--- src/rtl/key_event_decoder.sv ---
// ---------------------------------------------------------------------------
// key_event_decoder
//
// Turns raw, bouncing, asynchronous push-button levels into clean per-key
// event pulses for the three-colour light controller. Each key channel has
// a 2-FF synchroniser, a debounce filter and an IDLE/HELD/LONG_HELD state
// machine. The channels share nothing except clock and reset.
//
// Parameters
//   NUM_KEYS         number of independent key channels
//   DEBOUNCE_CYCLES  stable samples needed to accept a level change (>= 2)
//   LONG_CYCLES      hold time that qualifies a long press (> DEBOUNCE_CYCLES)
//   REPEAT_CYCLES    auto-repeat period while held past a long press
//
// Ports
//   Sys_CLK      in   1         system clock
//   Sys_RST      in   1         synchronous, active-high reset
//   Key          in   NUM_KEYS  raw key levels, asynchronous, 1 = pressed
//   Key_Stable   out  NUM_KEYS  debounced key level
//   Key_Press    out  NUM_KEYS  1-cycle pulse on debounced rising edge
//   Key_Release  out  NUM_KEYS  1-cycle pulse on debounced falling edge
//   Key_Short    out  NUM_KEYS  1-cycle pulse at release of a hold that
//                               never reached a long press
//   Key_Long     out  NUM_KEYS  1-cycle pulse when a hold reaches
//                               LONG_CYCLES (plus repeats, see below)
//
// Build option
//   KEY_REPEAT_EN  when defined, Key_Long repeats every REPEAT_CYCLES while
//                  the key stays held after the first long pulse. When not
//                  defined no repeat logic is built and Key_Long fires once
//                  per hold.
//
// Timing: a clean raw edge shows up on Key_Stable DEBOUNCE_CYCLES+2 cycles
// later; Key_Press/Key_Release/Key_Short are registered alongside Key_Stable
// so they pulse in the same cycle the new level first appears.
// ---------------------------------------------------------------------------
module key_event_decoder #(
    parameter int unsigned NUM_KEYS        = 2,
    parameter int unsigned DEBOUNCE_CYCLES = 1_000_000,
    parameter int unsigned LONG_CYCLES     = 50_000_000,
    parameter int unsigned REPEAT_CYCLES   = 10_000_000
) (
    input  logic                Sys_CLK,
    input  logic                Sys_RST,
    input  logic [NUM_KEYS-1:0] Key,
    output logic [NUM_KEYS-1:0] Key_Stable,
    output logic [NUM_KEYS-1:0] Key_Press,
    output logic [NUM_KEYS-1:0] Key_Release,
    output logic [NUM_KEYS-1:0] Key_Short,
    output logic [NUM_KEYS-1:0] Key_Long
);

    // Debounce counter only has to reach DEBOUNCE_CYCLES-1.
    localparam int unsigned DEB_W = (DEBOUNCE_CYCLES > 2) ? $clog2(DEBOUNCE_CYCLES) : 1;

    // Hold counter is sized for the larger of the two periods so it never wraps.
    localparam int unsigned HOLD_MAX = (LONG_CYCLES > REPEAT_CYCLES) ? LONG_CYCLES : REPEAT_CYCLES;
    localparam int unsigned HOLD_W   = (HOLD_MAX > 2) ? $clog2(HOLD_MAX) : 1;

    localparam logic [DEB_W-1:0]  DEB_LAST  = DEB_W'(DEBOUNCE_CYCLES - 1);
    localparam logic [HOLD_W-1:0] LONG_LAST = HOLD_W'(LONG_CYCLES - 1);

`ifdef KEY_REPEAT_EN
    localparam int unsigned       REP_W    = (REPEAT_CYCLES > 2) ? $clog2(REPEAT_CYCLES) : 1;
    localparam logic [REP_W-1:0]  REP_LAST = REP_W'(REPEAT_CYCLES - 1);
`endif

    typedef enum logic [1:0] {
        ST_IDLE      = 2'd0,
        ST_HELD      = 2'd1,
        ST_LONG_HELD = 2'd2
    } state_t;

    for (genvar gi = 0; gi < NUM_KEYS; gi++) begin : g_key

        logic [1:0]        r_sync;      // [0] first stage, [1] synchronised level
        logic              r_stable;
        logic [DEB_W-1:0]  r_deb_cnt;

        logic              w_differs;
        logic              w_deb_done;
        logic              w_rise;
        logic              w_fall;

        state_t            r_state;
        state_t            w_state_nx;
        logic [HOLD_W-1:0] r_hold;
        logic [HOLD_W-1:0] w_hold_nx;

        logic              r_press;
        logic              r_release;
        logic              r_short;
        logic              r_long;
        logic              w_press_nx;
        logic              w_release_nx;
        logic              w_short_nx;
        logic              w_long_nx;

`ifdef KEY_REPEAT_EN
        logic [REP_W-1:0]  r_rep;
        logic [REP_W-1:0]  w_rep_nx;
`endif

        // Debounce decision: the accepted level flips on this edge.
        assign w_differs  = r_sync[1] ^ r_stable;
        assign w_deb_done = w_differs && (r_deb_cnt == DEB_LAST);
        assign w_rise     = w_deb_done && !r_stable;
        assign w_fall     = w_deb_done &&  r_stable;

        // Synchroniser and debounce filter.
        always_ff @(posedge Sys_CLK) begin
            if (Sys_RST) begin
                r_sync    <= 2'b00;
                r_stable  <= 1'b0;
                r_deb_cnt <= '0;
            end else begin
                r_sync <= {r_sync[0], Key[gi]};
                if (!w_differs) begin
                    r_deb_cnt <= '0;
                end else if (w_deb_done) begin
                    r_stable  <= ~r_stable;
                    r_deb_cnt <= '0;
                end else begin
                    r_deb_cnt <= r_deb_cnt + DEB_W'(1);
                end
            end
        end

        // Press/hold state register and registered pulse outputs.
        always_ff @(posedge Sys_CLK) begin
            if (Sys_RST) begin
                r_state   <= ST_IDLE;
                r_hold    <= '0;
                r_press   <= 1'b0;
                r_release <= 1'b0;
                r_short   <= 1'b0;
                r_long    <= 1'b0;
`ifdef KEY_REPEAT_EN
                r_rep     <= '0;
`endif
            end else begin
                r_state   <= w_state_nx;
                r_hold    <= w_hold_nx;
                r_press   <= w_press_nx;
                r_release <= w_release_nx;
                r_short   <= w_short_nx;
                r_long    <= w_long_nx;
`ifdef KEY_REPEAT_EN
                r_rep     <= w_rep_nx;
`endif
            end
        end

        // Next state, hold counting and event generation.
        always_comb begin
            w_state_nx   = r_state;
            w_hold_nx    = r_hold;
            w_press_nx   = 1'b0;
            w_release_nx = 1'b0;
            w_short_nx   = 1'b0;
            w_long_nx    = 1'b0;
`ifdef KEY_REPEAT_EN
            w_rep_nx     = r_rep;
`endif

            case (r_state)
                ST_IDLE: begin
                    w_hold_nx = '0;
`ifdef KEY_REPEAT_EN
                    w_rep_nx  = '0;
`endif
                    if (w_rise) begin
                        w_state_nx = ST_HELD;
                        w_press_nx = 1'b1;
                    end
                end

                ST_HELD: begin
                    // A release on the same edge as the long threshold
                    // still counts as a short press.
                    if (w_fall) begin
                        w_state_nx   = ST_IDLE;
                        w_release_nx = 1'b1;
                        w_short_nx   = 1'b1;
                        w_hold_nx    = '0;
                    end else if (r_hold == LONG_LAST) begin
                        w_state_nx = ST_LONG_HELD;
                        w_long_nx  = 1'b1;
`ifdef KEY_REPEAT_EN
                        w_rep_nx   = '0;
`endif
                    end else begin
                        w_hold_nx = r_hold + HOLD_W'(1);
                    end
                end

                ST_LONG_HELD: begin
                    if (w_fall) begin
                        w_state_nx   = ST_IDLE;
                        w_release_nx = 1'b1;
                        w_hold_nx    = '0;
                    end else begin
                        if (r_hold != '1) begin
                            w_hold_nx = r_hold + HOLD_W'(1);
                        end
`ifdef KEY_REPEAT_EN
                        // Repeat pulses are spaced REPEAT_CYCLES apart,
                        // counted from the first long pulse.
                        if (r_rep == REP_LAST) begin
                            w_long_nx = 1'b1;
                            w_rep_nx  = '0;
                        end else begin
                            w_rep_nx = r_rep + REP_W'(1);
                        end
`endif
                    end
                end

                default: begin
                    w_state_nx = ST_IDLE;
                    w_hold_nx  = '0;
                end
            endcase
        end

        assign Key_Stable[gi]  = r_stable;
        assign Key_Press[gi]   = r_press;
        assign Key_Release[gi] = r_release;
        assign Key_Short[gi]   = r_short;
        assign Key_Long[gi]    = r_long;

    end : g_key

endmodule : key_event_decoder

--- config.mk ---
export PLATFORM = sky130hd
export DESIGN_NAME = key_event_decoder
export DESIGN_NICKNAME = d
export VERILOG_FILES = /design/src/rtl/key_event_decoder.sv
export SDC_FILE = /design/constraint.sdc
export NUM_CORES = 1
export LEC_CHECK = 0
export BUFFER_PORTS_ARGS = -buffer_cell sky130_fd_sc_hd__buf_2
export CAP_MARGIN = 20
export CORE_MARGIN = 5
export CORE_UTILIZATION = 56
export DETAILED_ROUTE_END_ITERATION = 6
export PLACE_DENSITY_LB_ADDON = 0.3
export RECOVER_POWER = 50
export SLEW_MARGIN = 30
export SYNTH_ARGS = -nofsm -noshare
export SYNTH_HDL_FRONTEND = slang
export SYNTH_SLANG_ARGS = --single-unit
--- constraint.sdc ---
create_clock -name Sys_CLK -period 2.1 [get_ports Sys_CLK]
set_input_delay 0.42 -clock Sys_CLK [delete_from_list [all_inputs] [get_ports Sys_CLK]]
set_output_delay 0.42 -clock Sys_CLK [all_outputs]
set_load 0.02 [all_outputs]
Word-level counts from Yosys, hierarchy flattened
Index checks and enable logic that the tools add are counted.
Storage, ports and cells
  flip-flop bits (word level): 110
  bits of input ports: 4
  word-level logic and storage cells: 108
Operators by class
  $add $sub $neg: 4
  equality and inequality tests: 20
  multiplexer cells: 26
  bitwise operators: 12
  reduce and logical (&&, ||, !) cells: 28
Operators by type and width (count)
  $mux 26: 8
  $pmux 26 s2: 2
  $add 26x1->26 const B: 2
  $eq 26x26->1 const B: 2
  $ne 26x26->1 const B: 2
  $add 20x1->20 const B: 2
  $eq 20x20->1 const B: 2
  $ne 3x3->1 const B: 6
  $mux 2: 8
  $reduce_or 2->1: 8
  $pmux 2 s3: 2
  $reduce_or 3->1: 4
  $not 1->1: 10
  $ne 2x2->1 const B: 4
  $reduce_and 2->1: 4
  $logic_and 1x1->1: 6
  $mux 1: 6
  $reduce_and 3->1: 2
  $eq 2x1->1 const B: 2
  $eq 2x2->1 const B: 2
  $logic_not 2->1: 2
  $logic_not 1->1: 2
  $xor 1x1->1: 2

Longest topological paths before layout
Gate-level depths: netlist (run 1).
  word-level depth: 5
  depth in mapped cells: 9
  gate-level depth less buffers: 8

Least setup slack after synthesis (run 1)
No wires, ideal clock.
  path kind: reg2reg
  start: register g_key[0].r_deb_cnt[16]
  end: register g_key[0].r_hold[9]
  setup time: 0.117 ns
  data arrival time: 2.141 ns
  required time: 1.983 ns
  setup slack: -0.158 ns
  cell stages (with the launch flop): 10
  path buffers: 3
  cells stage by stage: dfxtp_1 -> nand3_1 -> or4b_4 -> or4_4 -> buf_6 -> nand2b_4 -> buf_8 -> buf_12 -> nor3_1 -> a32o_1
On the way
  word-level cells in the longest chain between the ends: 5
Ends and longest elaborated chain
  start: declaration: line 78  | logic [DEB_W-1:0] r_deb_cnt;
  start signal: assignment: line 124  | r_deb_cnt <= r_deb_cnt + DEB_W'(1);
  $eq 20x20->1 *: line 106  | assign w_deb_done = w_differs && (r_deb_cnt == DEB_LAST);
  $logic_and 1x1->1 *: line 106
  $logic_and 1x1->1 *: line 108  | assign w_fall = w_deb_done && r_stable;
  $mux 26 (tied with other cells): line 198  | if (w_fall) begin
  $pmux 26 s2 / $reduce_and 2->1 (equally long branches)
  end signal: assignment: line 143  | r_hold <= w_hold_nx;
  end: declaration: line 87  | logic [HOLD_W-1:0] r_hold;
Every way passes the cells marked *; elsewhere a longest branch is shown, timed or not.
A chain may end at the register's enable or synchronous reset.

Final worst setup path (run 1)
  start: register g_key[0].r_deb_cnt[17]
  end: register g_key[0].r_hold[16]
Same word-level chain as after synthesis.

==> results.txt, run 1 <==
The flow ran to the end, but the final reports show violations. The final reports fail on setup timing. The ratio of cells with drive above 1 in the final layout came out at 21.35%. The most critical setup path has its startpoint at g_key[0].r_deb_cnt[17]. After synthesis, flip-flops and latches occupy 39.47% of the total area. When the netlist entered floorplanning its net count stood at 700. The minimum clock period after layout is 2.157 ns. The final critical-path setup slack came out at -0.05728 ns.

The number of clock sinks is 110. Yosys attributes the largest share of cell area to sky130_fd_sc_hd__dfxtp_1 39%, sky130_fd_sc_hd__nand2_1 6.8%, sky130_fd_sc_hd__xor2_1 4.9%. The slowest stage of the critical path is the sky130_fd_sc_hd__or4_4 cell. The routability congestion estimate from global placement came out at 0.9173.

The relative area change from synthesis to final layout came out at 20.95%. Summed over its instances, the top area cell type makes up 39.47% of the synthesized netlist area. The reported max-cap violation count is 0. Setup repair after global routing could not meet its margin everywhere.

The final critical path takes up 102.7% of the cycle. In the global route stage, overall resource usage came out at 22.82%. The floorplan step set the die height to 109.8 µm. The number of iterations in the first detailed-routing pass is 5.

The cell count after synthesis came out at 686. For this run, the leading register cell type out of synthesis is sky130_fd_sc_hd__dfxtp_1. VDD sags by at most 0.5712 mV. The number of ports placed on the die boundary came out at 14. The number of different library cells in the post-synthesis netlist came out at 62.

The summed instance area of the synthesized netlist came out at 5579 µm². The tightest min-delay check is of the input port to flop type. The floorplan row count is 36. The number of antenna diodes in the final layout is 0. TritonCTS built the clock tree. The post-placement worst setup slack is -0.07163 ns. Traced cell by cell, the critical path runs through nand3_2, or4b_4, or4_4, nand2b_4, nor3_1, a32o_1.

sky130_fd_sc_hd__dfxtp_1 takes more of the synthesized area than any other cell. The worst path arrival time came out at 2.42 ns. The per-cell via count in the routed design is 5.992.

The post-detailed-placement cell area came out at 6102 µm². The max-slew headroom at the worst pin is 52.27%. The floorplan die area is 12060 µm². The wire length after detailed routing came out at 14110 µm. The register clock-pin slew on the reported worst setup and hold paths is 0.10 ns. At the pin with the least slew margin, the transition time is 0.7095 ns. The final instance area came out at 6748 µm².

The final layout net count came out at 763. The number of global-route vias before repair is 4947. The starting density of the core came out at 57.34%.

The TritonCTS buffer count came out at 9. The cell sitting at the root of the clock tree is a sky130_fd_sc_hd__clkbuf_8. The HPWL after detailed placement is 9232 µm. The register bit count reported by yosys came out at 110.

The worst setup skew after layout is 0.02282 ns. Sorting the synthesized cells by how often they occur yields 110 x sky130_fd_sc_hd__dfxtp_1, 101 x sky130_fd_sc_hd__nand2_1, 62 x sky130_fd_sc_hd__nor2_1. The family of cells with the greatest summed delay on the critical path is simple AND/OR/NAND/NOR gates. The worst hold path begins at Key[0]. The global-route wire length before repair is 22270 µm.

The pin count of the biggest net entering global routing is 27. The standby leakage power came out at 2.465 nW. The post-synthesis area per instance came out at 8.133 µm². The average wire per cell in the routed design came out at 15.91 µm. The number of antenna violations at the first check in global routing is 0.

The clock latency reported for the late side of the worst-skew pair came out at 0.38 ns. The antenna violation net count after detailed routing came out at 0. The setup path with the least slack is of type flop to flop. The number of enable flip-flop cells after synthesis came out at 0. The number of DRC violations after detailed-routing iteration 0 came out at 338.

Based on the critical path, the design can be clocked at up to 463.5 MHz. The area of all sequential standard cells came out at 2220 µm². The total number of vias came out at 5315.

The number of pins with negative max-slew slack in the final report is 0. The delay of the slowest cell on the worst path is 0.60 ns. The number of inserted filler cells in the final layout came out at 780. Power spread over the standard cell area amounts to 533.6 nW/µm².

The proportion of synthesized flip-flops having asynchronous set or reset is 0%. The number of setup violations in the final report is 19. After global routing the overflow that remains totals 0. The required time reported for the critical path endpoint came out at 2.36 ns.

The total area inside the core boundary comes to 9729 µm². The number of buffer cells added on primary ports is 13. No sink is reached through more buffers than the 2 on the longest clock path. The hold violation count in the final report came out at 0. The level count of the clock H-tree is 3. The sum of buffers and inverters on the critical path is 0.

The sort of element at the end of the critical path is a flop. The most repeated cell in the gate-level netlist after synthesis is sky130_fd_sc_hd__dfxtp_1. The startpoint identified for the worst register-to-register timing path is g_key[0].r_deb_cnt[17]. The maximum fanout along the worst path came out at 7.

The multi-input combinational cells in the finished layout cover a total of 3366 µm². STA classifies the critical path startpoint as a flop. The remaining design rule violation count came out at 0.

The count of synthesis-stage warnings from yosys came out at 0. The die is 109.8 µm wide.
## through the flow
step	power, mW	hold WS, ns	setup TNS, ns	util (%)	cells
final	3.601	0.2556	-0.3830	69.35	887
after global routing	3.725	0.2656	-2.654	69.35	887
after CTS	3.622	0.2441	-0.03520	65.38	873
after detailed placement	2.206	0.4320	-0.1734	62.72	856
after global placement	2.204	0.4245	0	62.72	856
after floorplan	2.190	0.4129	-0.5512	-	686
## final cells by class
cell class              instances  share of cell area [%]
clock buffers                  10                   1.891
clock inverters                 6                   1.372
inverters                      19                   1.057
multi-input cells             518                   49.88
flip-flops and latches        110                   32.89
well taps                     133                   2.466
repair buffers                 91                   10.44
## layout by cell type (no fill, tap or decap), types with 11 or more instances in the layout
| cell type | n |
|---|---|
| sky130_fd_sc_hd__and3_1 | 13 |
| sky130_fd_sc_hd__buf_4 | 70 |
| sky130_fd_sc_hd__nand3_1 | 41 |
| sky130_fd_sc_hd__clkbuf_1 | 13 |
| sky130_fd_sc_hd__o21ai_0 | 20 |
| sky130_fd_sc_hd__a32o_1 | 22 |
| sky130_fd_sc_hd__nor2_1 | 59 |
| sky130_fd_sc_hd__nand2_1 | 100 |
| sky130_fd_sc_hd__nand4_1 | 21 |
| sky130_fd_sc_hd__xnor2_1 | 16 |
| sky130_fd_sc_hd__xor2_1 | 31 |
| sky130_fd_sc_hd__nor3_1 | 24 |
| sky130_fd_sc_hd__nor4_1 | 11 |
| sky130_fd_sc_hd__inv_1 | 19 |
| sky130_fd_sc_hd__a21oi_1 | 25 |
| sky130_fd_sc_hd__dfxtp_1 | 98 |
| sky130_fd_sc_hd__dfxtp_2 | 11 |
## final timing paths
path,to,slack (ns),cells past startpoint
worst max-delay path,g_key[0].r_hold[16],-0.06,6
worst min-delay path,g_key[0].r_sync[0],0.26,2
worst max register to register,g_key[0].r_hold[16],-0.06,6
worst min register to register,g_key[1].r_sync[1],0.45,1
## report_power, final
group	total, mW	switching, mW	leakage, nW	internal (mW)
clock network	1.42	0.740	0.104	0.681
logic	0.0884	0.0542	1.47	0.0342
registers	2.09	0.00342	0.893	2.09
## registers in the layout, indices dropped and copies added, names as in the netlist
register         count
g_key.r_hold        52
g_key.r_deb_cnt     40
g_key.r_state        4
g_key.r_sync         4
g_key.r_long         2
g_key.r_press        2
g_key.r_release      2
g_key.r_short        2
g_key.r_stable       2
## layer usage
layer / track usage, % / vias up / wire (µm)
met3: 4.580 / 23 / 812
met4: 7.658 / 0 / 277
met5: 0 / - / 0
met2: 39.38 / 190 / 7046
li1: - / 2572 / -
met1: 28.30 / 2530 / 5976
## cells by family after synthesis
kind of cell	synth area share, %
compound gates	13.23
xor+xnor	7.378
fa+ha+maj	2.243
buf+inv	5.450
flops	39.47
mux	0.7625
simple gates	31.46
## timing repair
action | 4_1_cts | 5_1_grt
buffers inserted | 1 | 11
resized for setup | 6 | 61
setup endpoints to repair | 11 | 55
pin swaps | 0 | 24
gates cloned | 0 | 3
hold buffers | 0 | 0
Note: power is estimated with default switching activity, not from simulation.
==> run 2: changes to the inputs <==
--- a/config.mk
+++ b/config.mk
@@ -7,8 +7,10 @@
 export LEC_CHECK = 0
 export BUFFER_PORTS_ARGS = -buffer_cell sky130_fd_sc_hd__buf_2
 export CAP_MARGIN = 20
+export CELL_PAD_IN_SITES_DETAIL_PLACEMENT = 1
+export CELL_PAD_IN_SITES_GLOBAL_PLACEMENT = 1
 export CORE_MARGIN = 5
-export CORE_UTILIZATION = 56
+export CORE_UTILIZATION = 43
 export DETAILED_ROUTE_END_ITERATION = 6
 export PLACE_DENSITY_LB_ADDON = 0.3
 export RECOVER_POWER = 50
==> results.txt, run 2 (synthesized netlist as in run 1, its figures left out) <==
The clock latency reported for the late side of the worst-skew pair came out at 0.35 ns. Global routing used 22.06% of the available tracks across all layers. At the worst endpoint, the required time is 2.34 ns. The flow ran to the end, but the final reports show violations. The fraction of power consumed by combinational cells came out at 2.1%. The worst path uses 100.9% of the clock period. The routability congestion estimate from global placement is 0.8534. The minimum clock period after layout came out at 2.118 ns.

The largest buffer count on any clock path is 2. In the detailed route, the total length drawn on met3 is 436 µm. The reported max-cap violation count came out at 0. The number of ports placed on the die boundary is 14. The starting density of the core came out at 44.03%. The final layout net count came out at 776. The hold violation count in the final report is 0.

In this run the clock root is driven by a sky130_fd_sc_hd__clkbuf_16. Summed over all cells, the static leakage comes to 2.561 nW. The placeable core area is 12670 µm². The largest register by flop count is g_key.r_hold. The level count of the clock H-tree came out at 3. The total number of vias came out at 5405. The number of clock sinks came out at 110.

Detailed placement finished with a half-perimeter wire length of 11480 µm. The floorplan row count came out at 41. The worst path arrival time is 2.36 ns.

The global-route wire length before repair came out at 27450 µm. The number of antenna violations at the first check in global routing came out at 0. Leaving out fill and tap cells, the most frequent cell in the layout is sky130_fd_sc_hd__dfxtp_1. The number of iterations in the first detailed-routing pass is 5. The number of DRC violations after detailed-routing iteration 0 came out at 197. The total power divided by cell area came out at 588.7 nW/µm². The net switching fraction of the power is 21.46%. The per-cell via count in the routed design came out at 5.756. The number of cells in the design after placement came out at 913. The sequential share of power is 51.8%.

The maximum fanout along the worst path came out at 8. The floorplan die area came out at 15350 µm². Headroom to the max-slew limit came out at 58.08%. Based on the critical path, the design can be clocked at up to 472.0 MHz. The ratio of cells with drive above 1 in the final layout came out at 20.34%. The worst setup skew after layout came out at 0.008595 ns. The die width is 123.9 µm. Setup repair after global routing could not meet its margin everywhere. Setup violations remaining at the end of the flow were counted as 4. The internal power summed over all cells came out at 3.172 mW. The number of cells in the finished layout apart from fillers came out at 939. The number of global-route vias before repair was 5817. The number of flip-flops under the largest register name came out at 52. The path class of the lowest-slack min-delay path is input port to flop. The highest layer touched by signal routing is met4.

The sort of element at the end of the critical path is a flop. The critical path is of the flop to flop type. For this block, the routed nets add up to 16800 µm of wire. The net switching power figure is 866.6 µW.

The largest registers in the layout are g_key.r_hold: 52 flops, g_key.r_deb_cnt: 40 flops. Once detail routing completed, the nets flagged for antenna violations numbered 0. The wire length on met2 is 9131 µm. The final critical-path setup slack is -0.01847 ns. The die height is 123.9 µm. Port buffering added 13 buffers. The TritonCTS buffer count is 9. The peak ir drop on the vdd network came out at 0.5844 mV.

The number of pins with negative max-slew slack in the final report is 0. The relative area change from synthesis to final layout came out at 22.96%. After clock tree synthesis, the clock-pin slew on the worst setup and hold paths is 0.08 ns. Leaving out fill and tap cells, the most frequent cells in the layout are 105 x sky130_fd_sc_hd__dfxtp_1, 100 x sky130_fd_sc_hd__nand2_1, 85 x sky130_fd_sc_hd__buf_4. At the pin with the least slew margin, the transition time is 0.6288 ns. The remaining design rule violation count is 0. TritonCTS built the clock tree.

The diode insertion count for antenna repair came out at 0. The post-route met1 wirelength came out at 6902 µm. The checks that failed: setup timing. Entering global routing, the biggest net connects 27 pins. In this run, the clock network consumes 46.1% of the power.

The total power is 4.039 mW. The average wire per cell in the routed design came out at 17.89 µm. STA classifies the critical path startpoint as a flop. The residual overflow from global routing is 0.
run 2: layout make-up:
| class | instances | area, µm² |
|---|---|---|
| clock inverter | 7 | 97.59 |
| sequential | 110 | 2208 |
| inverter | 19 | 71.32 |
| multi-input combinational | 518 | 3262 |
| tap | 172 | 215.2 |
| timing repair buffer | 104 | 780.7 |
| fill | 1543 | 5811 |
| clock buffer | 9 | 225.2 |
run 2: final timing paths:
path	endpoint	startpoint	depth (start not counted)	slack (ns)
worst max-delay path	g_key[0].r_hold[18]	g_key[0].r_deb_cnt[16]	6	-0.02
worst min-delay path	g_key[0].r_sync[0]	Key[0]	2	0.27
worst max register to register	g_key[0].r_hold[18]	g_key[0].r_deb_cnt[16]	6	-0.02
worst min register to register	g_key[0].r_sync[1]	g_key[0].r_sync[0]	1	0.45
run 2: worst max-delay path, stage by stage, from the launching register on:
cell and delay (ns):
sky130_fd_sc_hd__dfxtp_2 0.34, sky130_fd_sc_hd__nand3_2 0.09, sky130_fd_sc_hd__or4b_4 0.51, sky130_fd_sc_hd__or4_4 0.60, sky130_fd_sc_hd__nand2b_4 0.18, sky130_fd_sc_hd__buf_4 0.20, sky130_fd_sc_hd__nor3_1 0.08
run 2: metal layers:
layer  GRT usage, %  up-vias
met5              0        -
met4          6.434        0
met3          4.269       31
met2          42.41       82
met1          24.35     2693
li1               -     2599
run 2: metrics by stage:
step	cell area, µm²	worst slack, ns	TNS (ns)	hold slack, ns	utilization, %
after floorplan	5604	-0.08333	-0.5512	0.4129	-
after global placement	6311	-0.04292	-0.04292	0.4216	49.81
after detailed placement	6311	-0.09687	-0.5561	0.4353	49.81
after CTS	6686	-0.02118	-0.07972	0.2660	52.77
after global routing	6860	-0.06518	-0.8408	0.2884	54.14
final	6860	-0.01847	-0.05490	0.2718	54.14
run 2: power by group through the flow:
stage | clock (mW) | combinational [mW] | sequential [mW]
floorplan | 0 | 0.0497 | 2.14
global placement | 0 | 0.0713 | 2.14
detailed placement | 0 | 0.0742 | 2.14
CTS | 1.90 | 0.0748 | 2.09
global route | 1.99 | 0.0914 | 2.09
finish | 1.86 | 0.0855 | 2.09
run 2: timing repair:
item / in CTS / in global routing
endpoints found under the setup margin: 33 / 49
setup buffers: 1 / 8
hold buffers: 0 / 0
endpoints found under the hold margin: 0 / 0
resized for setup: 10 / 26
pin swaps: 3 / 7
cloned: 0 / 1
